--- config.mk ---
export PLATFORM = sky130hd
export DESIGN_NAME = seq_shift_mult_flat
export DESIGN_NICKNAME = d
export VERILOG_FILES = /design/src/rtl/seq_shift_mult_if.sv /design/src/rtl/seq_shift_mult.sv /design/src/flat_wrapper.sv
export SDC_FILE = /design/constraint.sdc
export NUM_CORES = 1
export LEC_CHECK = 0
export CAP_MARGIN = 10
export CORE_MARGIN = 2
export CORE_UTILIZATION = 50
export DETAILED_ROUTE_END_ITERATION = 8
export DONT_BUFFER_PORTS = 1
export PLACE_DENSITY = 0.74
export SLEW_MARGIN = 20
export SYNTH_ARGS = -nofsm -noshare
export SYNTH_HDL_FRONTEND = slang
export SYNTH_SLANG_ARGS = --single-unit
--- constraint.sdc ---
create_clock -name clk -period 3.3 [get_ports clk]
set_input_delay 0.495 -clock clk [delete_from_list [all_inputs] [get_ports clk]]
set_output_delay 0.495 -clock clk [all_outputs]
set_load 0.02 [all_outputs]
--- src/rtl/seq_shift_mult_if.sv ---
// Operand/result bundle for the shift-add multiplier.
// The requester drives start/A/B; the multiplier returns busy/done/P.
interface seq_shift_mult_if #(
  parameter int N = 16
);
  logic           start;
  logic [N-1:0]   A;
  logic [N-1:0]   B;
  logic           busy;
  logic           done;
  logic [2*N-1:0] P;

  modport master (output start, A, B, input busy, done, P);
  modport slave  (input start, A, B, output busy, done, P);
endinterface

--- src/rtl/seq_shift_mult.sv ---
// Iterative unsigned shift-add multiplier: N compute cycles per product.
// P is a holding register that only changes when a new result completes.
module seq_shift_mult #(
  parameter int N = 16
) (
  input  logic              clk,
  input  logic              rst_n,
  seq_shift_mult_if.slave   bus
);
  localparam int CW = $clog2(N) + 1;

  typedef enum logic [1:0] {IDLE, CALC, DONE} state_t;

  state_t         state_q;
  logic [N-1:0]   mcand_q;
  logic [2*N:0]   acc_q;
  logic [CW-1:0]  cnt_q;
  logic [2*N-1:0] p_q;
  logic           busy_q;
  logic           done_q;

  logic [N:0]     sum_d;
  logic [2*N:0]   acc_d;
  logic           last_step_d;

  // Add into the upper half with one extra bit so the carry survives the shift.
  always_comb begin
    sum_d       = {1'b0, acc_q[2*N-1:N]} + (acc_q[0] ? {1'b0, mcand_q} : {(N+1){1'b0}});
    acc_d       = {sum_d, acc_q[N-1:0]} >> 1;
    last_step_d = (cnt_q == CW'(N - 1));
  end

  always_ff @(posedge clk or negedge rst_n) begin
    if (!rst_n) begin
      state_q <= IDLE;
      mcand_q <= '0;
      acc_q   <= '0;
      cnt_q   <= '0;
      p_q     <= '0;
      busy_q  <= 1'b0;
      done_q  <= 1'b0;
    end else begin
      case (state_q)
        IDLE: begin
          if (bus.start) begin
            mcand_q <= bus.A;
            acc_q   <= {1'b0, {N{1'b0}}, bus.B};
            cnt_q   <= '0;
            state_q <= CALC;
            busy_q  <= 1'b1;
          end
        end
        CALC: begin
          acc_q <= acc_d;
          cnt_q <= cnt_q + 1'b1;
          if (last_step_d) begin
            p_q     <= acc_d[2*N-1:0];
            state_q <= DONE;
            busy_q  <= 1'b0;
            done_q  <= 1'b1;
          end
        end
        DONE: begin
          state_q <= IDLE;
          done_q  <= 1'b0;
        end
        default: begin
          state_q <= IDLE;
          busy_q  <= 1'b0;
          done_q  <= 1'b0;
        end
      endcase
    end
  end

  assign bus.busy = busy_q;
  assign bus.done = done_q;
  assign bus.P    = p_q;
endmodule
--- src/flat_wrapper.sv ---
// flat-port wrapper written by rule: the top's interface ports become plain ports
module seq_shift_mult_flat 
#(
  parameter int N = 16
)
  (clk, rst_n, bus_start, bus_A, bus_B, bus_busy, bus_done, bus_P);
  seq_shift_mult_if #(.N(N)) bus_i ();
  input  logic clk;
  input  logic rst_n;
  input wire logic [$bits(bus_i.start)-1:0] bus_start;
  input wire logic [$bits(bus_i.A)-1:0] bus_A;
  input wire logic [$bits(bus_i.B)-1:0] bus_B;
  output wire logic [$bits(bus_i.busy)-1:0] bus_busy;
  output wire logic [$bits(bus_i.done)-1:0] bus_done;
  output wire logic [$bits(bus_i.P)-1:0] bus_P;
  assign bus_i.start = bus_start;
  assign bus_i.A = bus_A;
  assign bus_i.B = bus_B;
  assign bus_busy = bus_i.busy;
  assign bus_done = bus_i.done;
  assign bus_P = bus_i.P;
  seq_shift_mult #(.N(N)) u_core (.clk(clk), .rst_n(rst_n), .bus(bus_i));
endmodule
==> flow_metrics.tcl, run 1 <==
set metrics [dict create \
    yosys_warnings 0 \
    status "finished, final reports clean" \
    final_layout_size_suffix_gt1_frac 0.1070 \
    rr_worst_depth 9 \
    drtIter0Drc 167 \
    tritoncts_clock_tree "done" \
    post-synth-top-area-cell "sky130_fd_sc_hd__dfrtp_1" \
    max_slew.worst_pin.slew_ns 1.027 \
    relative_slew_slack 0.3142 \
    cp_slowest_cell "sky130_fd_sc_hd__dfrtp_1" \
    async_reset_ff_frac 1.000 \
    ys_seq_area_frac 0.5089 \
    floorplan.die_area_sq_mm 0.009518 \
    globalRouteTotalUtil 0.1920 \
    floorplan.initialDensity 0.5093 \
    critPathBufInv 0 \
    place_congestion 0.8293 \
    grt_pass1_vias 3087 \
    crit_type "flip-flop to flip-flop" \
    core.rowCount 34 \
    wire_length_per_cell_after_detailed_routing_microns 16.41 \
    core_area_sq_mm 0.008593 \
    required_ns 3.50 \
    synthesis.area_sq_mm 0.004377 \
    synth.lib_cells_used.distinct 52 \
    buffer_ports.inserted 0 \
    series_of_cell_instances_along_the_critical_path "and2_1, ha_1, fa_1, a21o_1, a21oi_1, o21ai_0, a21oi_2, xor2_1, o22ai_1" \
    synth.net_count 490 \
    ant_nets 0 \
    cts_post_setup_buffers_inserted 0 \
    final-max-slew-violation-count 0 \
    detailroute.via_count 3086 \
    critical_path.endpoint "u_core.acc_q[27]$_DFFE_PN0P_" \
    min_period_over_period 0.8619 \
    min-delay-path-class "input pin to asynchronous set/reset pin" \
    cell_internal_power_dissipation_mw 2.822 \
    critical_path_arrival_ns 3.05 \
    netlist_top_cells_count "sky130_fd_sc_hd__nand2_1, sky130_fd_sc_hd__dfrtp_1, sky130_fd_sc_hd__o21ai_0" \
    rr_startpoint "u_core.acc_q[0]$_DFFE_PN0P_" \
    antenna-diode-count 0 \
    timing.max_cap.violations 0 \
    hpwlAfterDp_microns 5893 \
    synth.area.top_cells "sky130_fd_sc_hd__dfrtp_1, sky130_fd_sc_hd__nand2_1, sky130_fd_sc_hd__ha_1, sky130_fd_sc_hd__mux2_2, sky130_fd_sc_hd__mux2i_1" \
    worst-r2r-setup-slack_ns 0.46 \
    startpoint "u_core.acc_q[0]$_DFFE_PN0P_" \
    critPathMaxStageDelay_ns 0.57 \
    startpoint_type "flip-flop" \
    htree_levels 3 \
    pwr-share-comb 0.341 \
    path_clk_slew_ns 0.09 \
    power.clock.fraction 0.188 \
    final_hold_viol_count 0 \
    post_drt_via_cell_ratio 5.736 \
    critical-path-top-delay-family "compound AO/OA/AOI/OAI gates" \
    worst_skew_pair.late_latency_ns 0.36 \
    worstPathMaxFanout 17 \
    timing.critical_path.depth 9 \
    fin_nets 479 \
    static-leakage-power_nw 2.158 \
    rsz0062_at_grt "false" \
    power.sequential.fraction 0.471 \
    ys_dominant_reg_cell "sky130_fd_sc_hd__dfrtp_1" \
    synth_cells 436 \
    routed_wirelength_microns 8831 \
    ys_seq_elements 89 \
    critPathCaptureType "flip-flop" \
    grt_overflow 0 \
    io_pins 69 \
    power_switching_mw 1.915 \
    clockRootBuffer "sky130_fd_sc_hd__clkbuf_8" \
    global_route_wire_length_before_repair_microns 14880 \
    setup_violators_final 0 \
    cts.sink_count 89 \
    power_per_cell_area_mw_per_mm2 1007 \
    switching_share 0.4042 \
    detailedRoute.firstPassIterationCount 4 \
    power.ir.vdd_worst_mv 0.4575 \
    synthMostInstantiatedCell "sky130_fd_sc_hd__nand2_1" \
    period_minus_slack_ns 2.844 \
    grt_antenna_before_repair 0 \
    die_width_microns 97.56 \
    cts_max_path_buffers 2 \
    cts_inserted_buffers 9 \
    post_synth_edffs 0 \
    syn2layout_area_growth_pct 7.518 \
    r2r_path_end "u_core.acc_q[27]$_DFFE_PN0P_" \
    area_share_of_the_largest_cell_type_after_synthesis 0.5089 \
    grt_max_degree 90 \
    fin_hold_ws_ns 0.04096 \
    ctsResizeCount 0 \
    synth_area_per_cell_sq_um 10.04 \
    chipHeight_microns 97.56 \
    route.detailed.drc 0 \
    final_setup_tns_ns 0 \
    clock.fmax_ghz 0.3516 \
    fin_clk_skew_ns 0.006385 \
]
==> cell type report <==
| cell class | instances | area, sq um |
|---|---|---|
| clock inverter | 6 | 115.1 |
| tap | 108 | 135.1 |
| inverter | 7 | 26.28 |
| sequential | 89 | 2227 |
| timing repair buffer | 4 | 50.05 |
| multi-input combinational | 314 | 2024 |
| clock buffer | 10 | 127.6 |
| fill | 748 | 3887 |
==> stage by stage <==
step	instances	setup slack [ns]	power (mW)	utilization	area [sq um]
final	538	0.4557	4.737	0.5476	4706
after global routing	538	0.2181	5.116	0.5476	4706
after CTS	538	0.4740	4.782	0.5476	4706
after detailed placement	521	0.4971	3.854	0.5162	4436
after global placement	521	0.5885	3.778	0.5162	4436
after floorplan	436	0.8032	3.463	-	4377
==> registers in the layout, indices dropped and copies added (netlist names) <==
| register | count |
|---|---|
| u_core.acc_q | 32 |
| u_core.bus.done | 1 |
| u_core.bus.busy | 1 |
| u_core.cnt_q | 5 |
| u_core.state_q | 2 |
| u_core.mcand_q | 16 |
| u_core.bus.P | 32 |
==> routing by layer <==
layer  up-vias  track usage  share of wire
li1       1494            -              -
met1      1487       0.2552           0.45
met2        97       0.3088           0.48
met3         8      0.04748          0.066
met4         0      0.06517         0.0091
met5         -            0              0
==> cells by family (layout without fill, tap and decap cells) <==
family / after synthesis / count (layout) / share of synthesized area
flip-flops: 89 / 89 / 0.5089
AO/OA/AOI/OAI: 94 / 94 / 0.1375
AND/OR/NAND/NOR: 154 / 154 / 0.1572
XOR/XNOR: 11 / 11 / 0.02201
buffers and inverters: 33 / 27 / 0.03030
adder cells (fa/ha/maj): 19 / 19 / 0.05603
multiplexers: 36 / 36 / 0.08805
==> worst min path at each step <==
stage / to / slack, ns
2_1_floorplan: u_core.acc_q[0]$_DFFE_PN0P_ / 0.20
3_3_place_gp: u_core.bus.P[11]$_DFFE_PN0P_ / 0.20
3_5_place_dp: u_core.bus.P[10]$_DFFE_PN0P_ / 0.20
4_1_cts: u_core.bus.P[10]$_DFFE_PN0P_ / 0.05
5_1_grt: u_core.bus.P[11]$_DFFE_PN0P_ / 0.04
6_report: u_core.bus.P[11]$_DFFE_PN0P_ / 0.04
==> power groups by stage <==
stage | combinational, mW | sequential, mW | clock [mW]
2_1_floorplan | 1.33 | 2.13 | 0
3_3_place_gp | 1.53 | 2.25 | 0
3_5_place_dp | 1.59 | 2.26 | 0
4_1_cts | 1.63 | 2.24 | 0.910
5_1_grt | 1.84 | 2.31 | 0.969
6_report | 1.62 | 2.23 | 0.890
==> cells in the final DEF (no fill, tap or decap), types with 2 or more instances in the layout <==
cell type / synthesis / final
sky130_fd_sc_hd__nand2_1: 100 / 100
sky130_fd_sc_hd__dfrtp_1: 89 / 89
sky130_fd_sc_hd__o21ai_0: 31 / 31
sky130_fd_sc_hd__mux2_2: 20 / 20
sky130_fd_sc_hd__ha_1: 18 / 18
sky130_fd_sc_hd__and2_1: 17 / 17
sky130_fd_sc_hd__mux2i_1: 16 / 16
sky130_fd_sc_hd__a21oi_1: 14 / 14
sky130_fd_sc_hd__nor2_1: 11 / 11
sky130_fd_sc_hd__clkbuf_8: 0 / 9
sky130_fd_sc_hd__o22ai_1: 8 / 8
sky130_fd_sc_hd__xor2_1: 7 / 7
sky130_fd_sc_hd__nand4_1: 6 / 6
sky130_fd_sc_hd__inv_1: 6 / 6
sky130_fd_sc_hd__a21o_1: 6 / 6
sky130_fd_sc_hd__nand3_1: 5 / 5
sky130_fd_sc_hd__o31ai_1: 5 / 5
sky130_fd_sc_hd__o21bai_1: 4 / 4
sky130_fd_sc_hd__a22o_1: 4 / 4
sky130_fd_sc_hd__o21ai_1: 4 / 4
sky130_fd_sc_hd__xnor2_1: 4 / 4
sky130_fd_sc_hd__bufinv_16: 0 / 3
sky130_fd_sc_hd__buf_4: 0 / 3
sky130_fd_sc_hd__o211ai_1: 2 / 2
sky130_fd_sc_hd__o21a_1: 2 / 2
sky130_fd_sc_hd__or4_1: 2 / 2
sky130_fd_sc_hd__a311oi_1: 2 / 2
sky130_fd_sc_hd__a221o_1: 2 / 2
==> repair_timing <==
action	in CTS	in global routing
setup endpoints to repair	0	0
hold buffers	1	0
hold endpoints to repair	89	0
No activity file was read; power rests on OpenSTA's default activity.
==> run 2: changes to the inputs <==
--- a/config.mk
+++ b/config.mk
@@ -5,6 +5,7 @@
 export SDC_FILE = /design/constraint.sdc
 export NUM_CORES = 1
 export LEC_CHECK = 0
+export ABC_AREA = 1
 export CAP_MARGIN = 10
 export CORE_MARGIN = 2
 export CORE_UTILIZATION = 50
==> run 2 against run 1 <==
  * Non-clock buffer count stayed put
  * Worst setup slack better by 0.58 ns
  * Count of clock-buffer cells in the layout is 1 lower
  * Hold slack worse by 0.027 ns
  * Synthesized cell count is 32% higher
  * Sequential cell count stayed put
  * Clock power is 19% lower
  * Register-to-register slack better by 0.58 ns
  * Fmax is 26% higher
  * Via count is 17% higher
  * Combinational power is 46% higher
  * Sequential power is 5% lower
  * Critical path type unchanged
  * Highest routed layer unchanged
==> flow_metrics.tcl, run 2 <==
set metrics [dict create \
    timing.max_cap.violations 0 \
    synth_cells 577 \
    power.ir.vdd_worst_mv 0.3224 \
    die_width_microns 100.4 \
    cts_max_path_buffers 2 \
    grt_pass1_vias 3356 \
    ys_seq_area_frac 0.4793 \
    max_slew.worst_pin.slew_ns 0.5474 \
    floorplan.die_area_sq_mm 0.01008 \
    grt_overflow 0 \
    detailroute.via_count 3604 \
    hpwlAfterDp_microns 6929 \
    final_cells 688 \
    path_clk_slew_ns 0.10 \
    place_congestion 0.8810 \
    syn2layout_area_growth_pct 5.250 \
    io_pins 69 \
    global_route_wire_length_before_repair_microns 16240 \
    fin_clk_skew_ns 0.01240 \
    htree_levels 3 \
    final-max-slew-violation-count 0 \
    worst_skew_pair.late_latency_ns 0.37 \
    final_setup_tns_ns 0 \
    routed_wirelength_microns 9626 \
    post_drt_via_cell_ratio 5.238 \
    tritoncts_clock_tree "done" \
    ys_dominant_reg_cell "sky130_fd_sc_hd__dfrtp_1" \
    post_synth_edffs 0 \
    chipHeight_microns 100.4 \
    post-synth-top-area-cell "sky130_fd_sc_hd__dfrtp_1" \
    startpoint_type "flip-flop" \
    power_per_cell_area_mw_per_mm2 1063 \
    globalRouteTotalUtil 0.2037 \
    floorplan.initialDensity 0.5102 \
    fin_nets 626 \
    detailedRoute.firstPassIterationCount 7 \
    final_layout_size_suffix_gt1_frac 0.07279 \
    period_minus_slack_ns 2.265 \
    cts_inserted_buffers 9 \
    synth.net_count 631 \
    synth.lib_cells_used.distinct 35 \
    critical_path_arrival_ns 2.51 \
    relative_slew_slack 0.6351 \
    min-delay-path-class "input pin to asynchronous set/reset pin" \
    crit_type "flip-flop to flip-flop" \
    wire_length_per_cell_after_detailed_routing_microns 13.99 \
    status "finished, final reports clean" \
    drtIter0Drc 268 \
    yosys_warnings 0 \
    synth.area.top_cells "sky130_fd_sc_hd__dfrtp_1, sky130_fd_sc_hd__nand2_1, sky130_fd_sc_hd__inv_1, sky130_fd_sc_hd__ha_1, sky130_fd_sc_hd__nand3_1" \
    setup_violators_final 0 \
    regArea_sq_mm 0.002227 \
    most-common-layout-cells "sky130_fd_sc_hd__nand2_1, sky130_fd_sc_hd__dfrtp_1, sky130_fd_sc_hd__inv_1" \
    fillerInstances 858 \
    critPathCaptureType "flip-flop" \
    clock.fmax_ghz 0.4416 \
    core_area_sq_mm 0.009109 \
    buffer_ports.inserted 0 \
    rsz0062_at_grt "false" \
    final_hold_viol_count 0 \
    most_common_cell_after_layout_fill_and_taps_aside "sky130_fd_sc_hd__nand2_1" \
    route.detailed.drc 0 \
    antenna-diode-count 0 \
    synthesis.area_sq_mm 0.004647 \
    netlist_top_cells_count "sky130_fd_sc_hd__nand2_1, sky130_fd_sc_hd__dfrtp_1, sky130_fd_sc_hd__inv_1" \
    ant_nets 0 \
    multi_input_area_sq_mm 0.002003 \
    cts.sink_count 89 \
    clockRootBuffer "sky130_fd_sc_hd__clkbuf_8" \
    grt_antenna_before_repair 0 \
    static-leakage-power_nw 2.723 \
    area_share_of_the_largest_cell_type_after_synthesis 0.4793 \
    synth_area_per_cell_sq_um 8.054 \
    worstPathMaxFanout 17 \
    min_period_over_period 0.6862 \
    required_ns 3.55 \
    synthMostInstantiatedCell "sky130_fd_sc_hd__nand2_1" \
    async_reset_ff_frac 1.000 \
    grt_max_degree 90 \
    cts_post_setup_buffers_inserted 0 \
    ys_seq_elements 89 \
    core.rowCount 35 \
    dp.cells 671 \
]
[run 2: worst max-delay path, stage by stage (launching register included)]
cell and delay [ns]:
sky130_fd_sc_hd__dfrtp_1 0.56, sky130_fd_sc_hd__nand2_1 0.13, sky130_fd_sc_hd__inv_1 0.05, sky130_fd_sc_hd__ha_1 0.20, sky130_fd_sc_hd__fa_1 0.40, sky130_fd_sc_hd__nand2_1 0.09
sky130_fd_sc_hd__nand2_1 0.07, sky130_fd_sc_hd__nand3b_1 0.08, sky130_fd_sc_hd__nand2_1 0.10, sky130_fd_sc_hd__or2_2 0.30, sky130_fd_sc_hd__nand3_1 0.10, sky130_fd_sc_hd__nand2_1 0.07
[run 2: per-stage QoR]
step	instance area (sq um)	utilization	total power, mW	hold slack (ns)	setup WS [ns]
3_3_place_gp	4679	0.5137	4.372	0.2014	1.159
3_5_place_dp	4679	0.5137	4.469	0.2012	1.087
2_1_floorplan	4647	-	4.000	0.1994	1.136
5_1_grt	4891	0.5370	5.681	0.04104	0.8714
4_1_cts	4891	0.5370	5.215	0.03934	1.036
6_report	4891	0.5370	5.198	0.01398	1.035
[run 2: routing by layer]
layer  track usage  wire length, microns
met5             0                     0
met4       0.06639                   167
met3       0.04875                   669
met2        0.3025                  4088
met1        0.2948                  4701
[run 2: worst paths after layout]
path	to	slack (ns)	cells after the start	from
max in group asynchronous	u_core.acc_q[22]$_DFFE_PN0P_	2.93	1	rst_n
setup / recovery	u_core.bus.P[21]$_DFFE_PN0P_	1.04	11	u_core.acc_q[0]$_DFFE_PN0P_
min in group clk	u_core.mcand_q[9]$_DFFE_PN0P_	0.24	2	bus_A[9]
hold reg to reg	u_core.mcand_q[6]$_DFFE_PN0P_	0.49	2	u_core.mcand_q[6]$_DFFE_PN0P_
hold / removal	u_core.bus.P[4]$_DFFE_PN0P_	0.01	1	rst_n
setup reg to reg	u_core.bus.P[21]$_DFFE_PN0P_	1.04	11	u_core.acc_q[0]$_DFFE_PN0P_
[run 2: kinds of logic (layout without fill, tap and decap cells)]
logic type      count (synthesis)  in the layout  share of synthesized area
simple gates                  302            302                     0.2701
xor+xnor                        4              4                   0.007540
compound gates                 67             67                     0.1007
flops                          89             89                     0.4793
fa+ha+maj                      19             19                    0.05277
buf+inv                        96             96                    0.08966
[run 2: layout make-up]
cell class | instances | share of cell area
flip-flops and latches | 89 | 0.4554
well taps | 111 | 0.02840
inverters | 76 | 0.05884
repair buffers | 4 | 0.01023
clock buffers | 9 | 0.02533
multi-input cells | 392 | 0.4096
clock inverters | 7 | 0.01228
[run 2: repair_timing]
item | 4_1_cts | 5_1_grt
gates resized for setup | 0 | 0
endpoints found under the hold margin | 89 | 0
hold buffers | 1 | 0
[run 2: power breakdown]
part	internal, mW	total [mW]	switching, mW
logic	0.871	2.37	1.50
registers	1.59	2.11	0.518
clock network	0.290	0.719	0.429
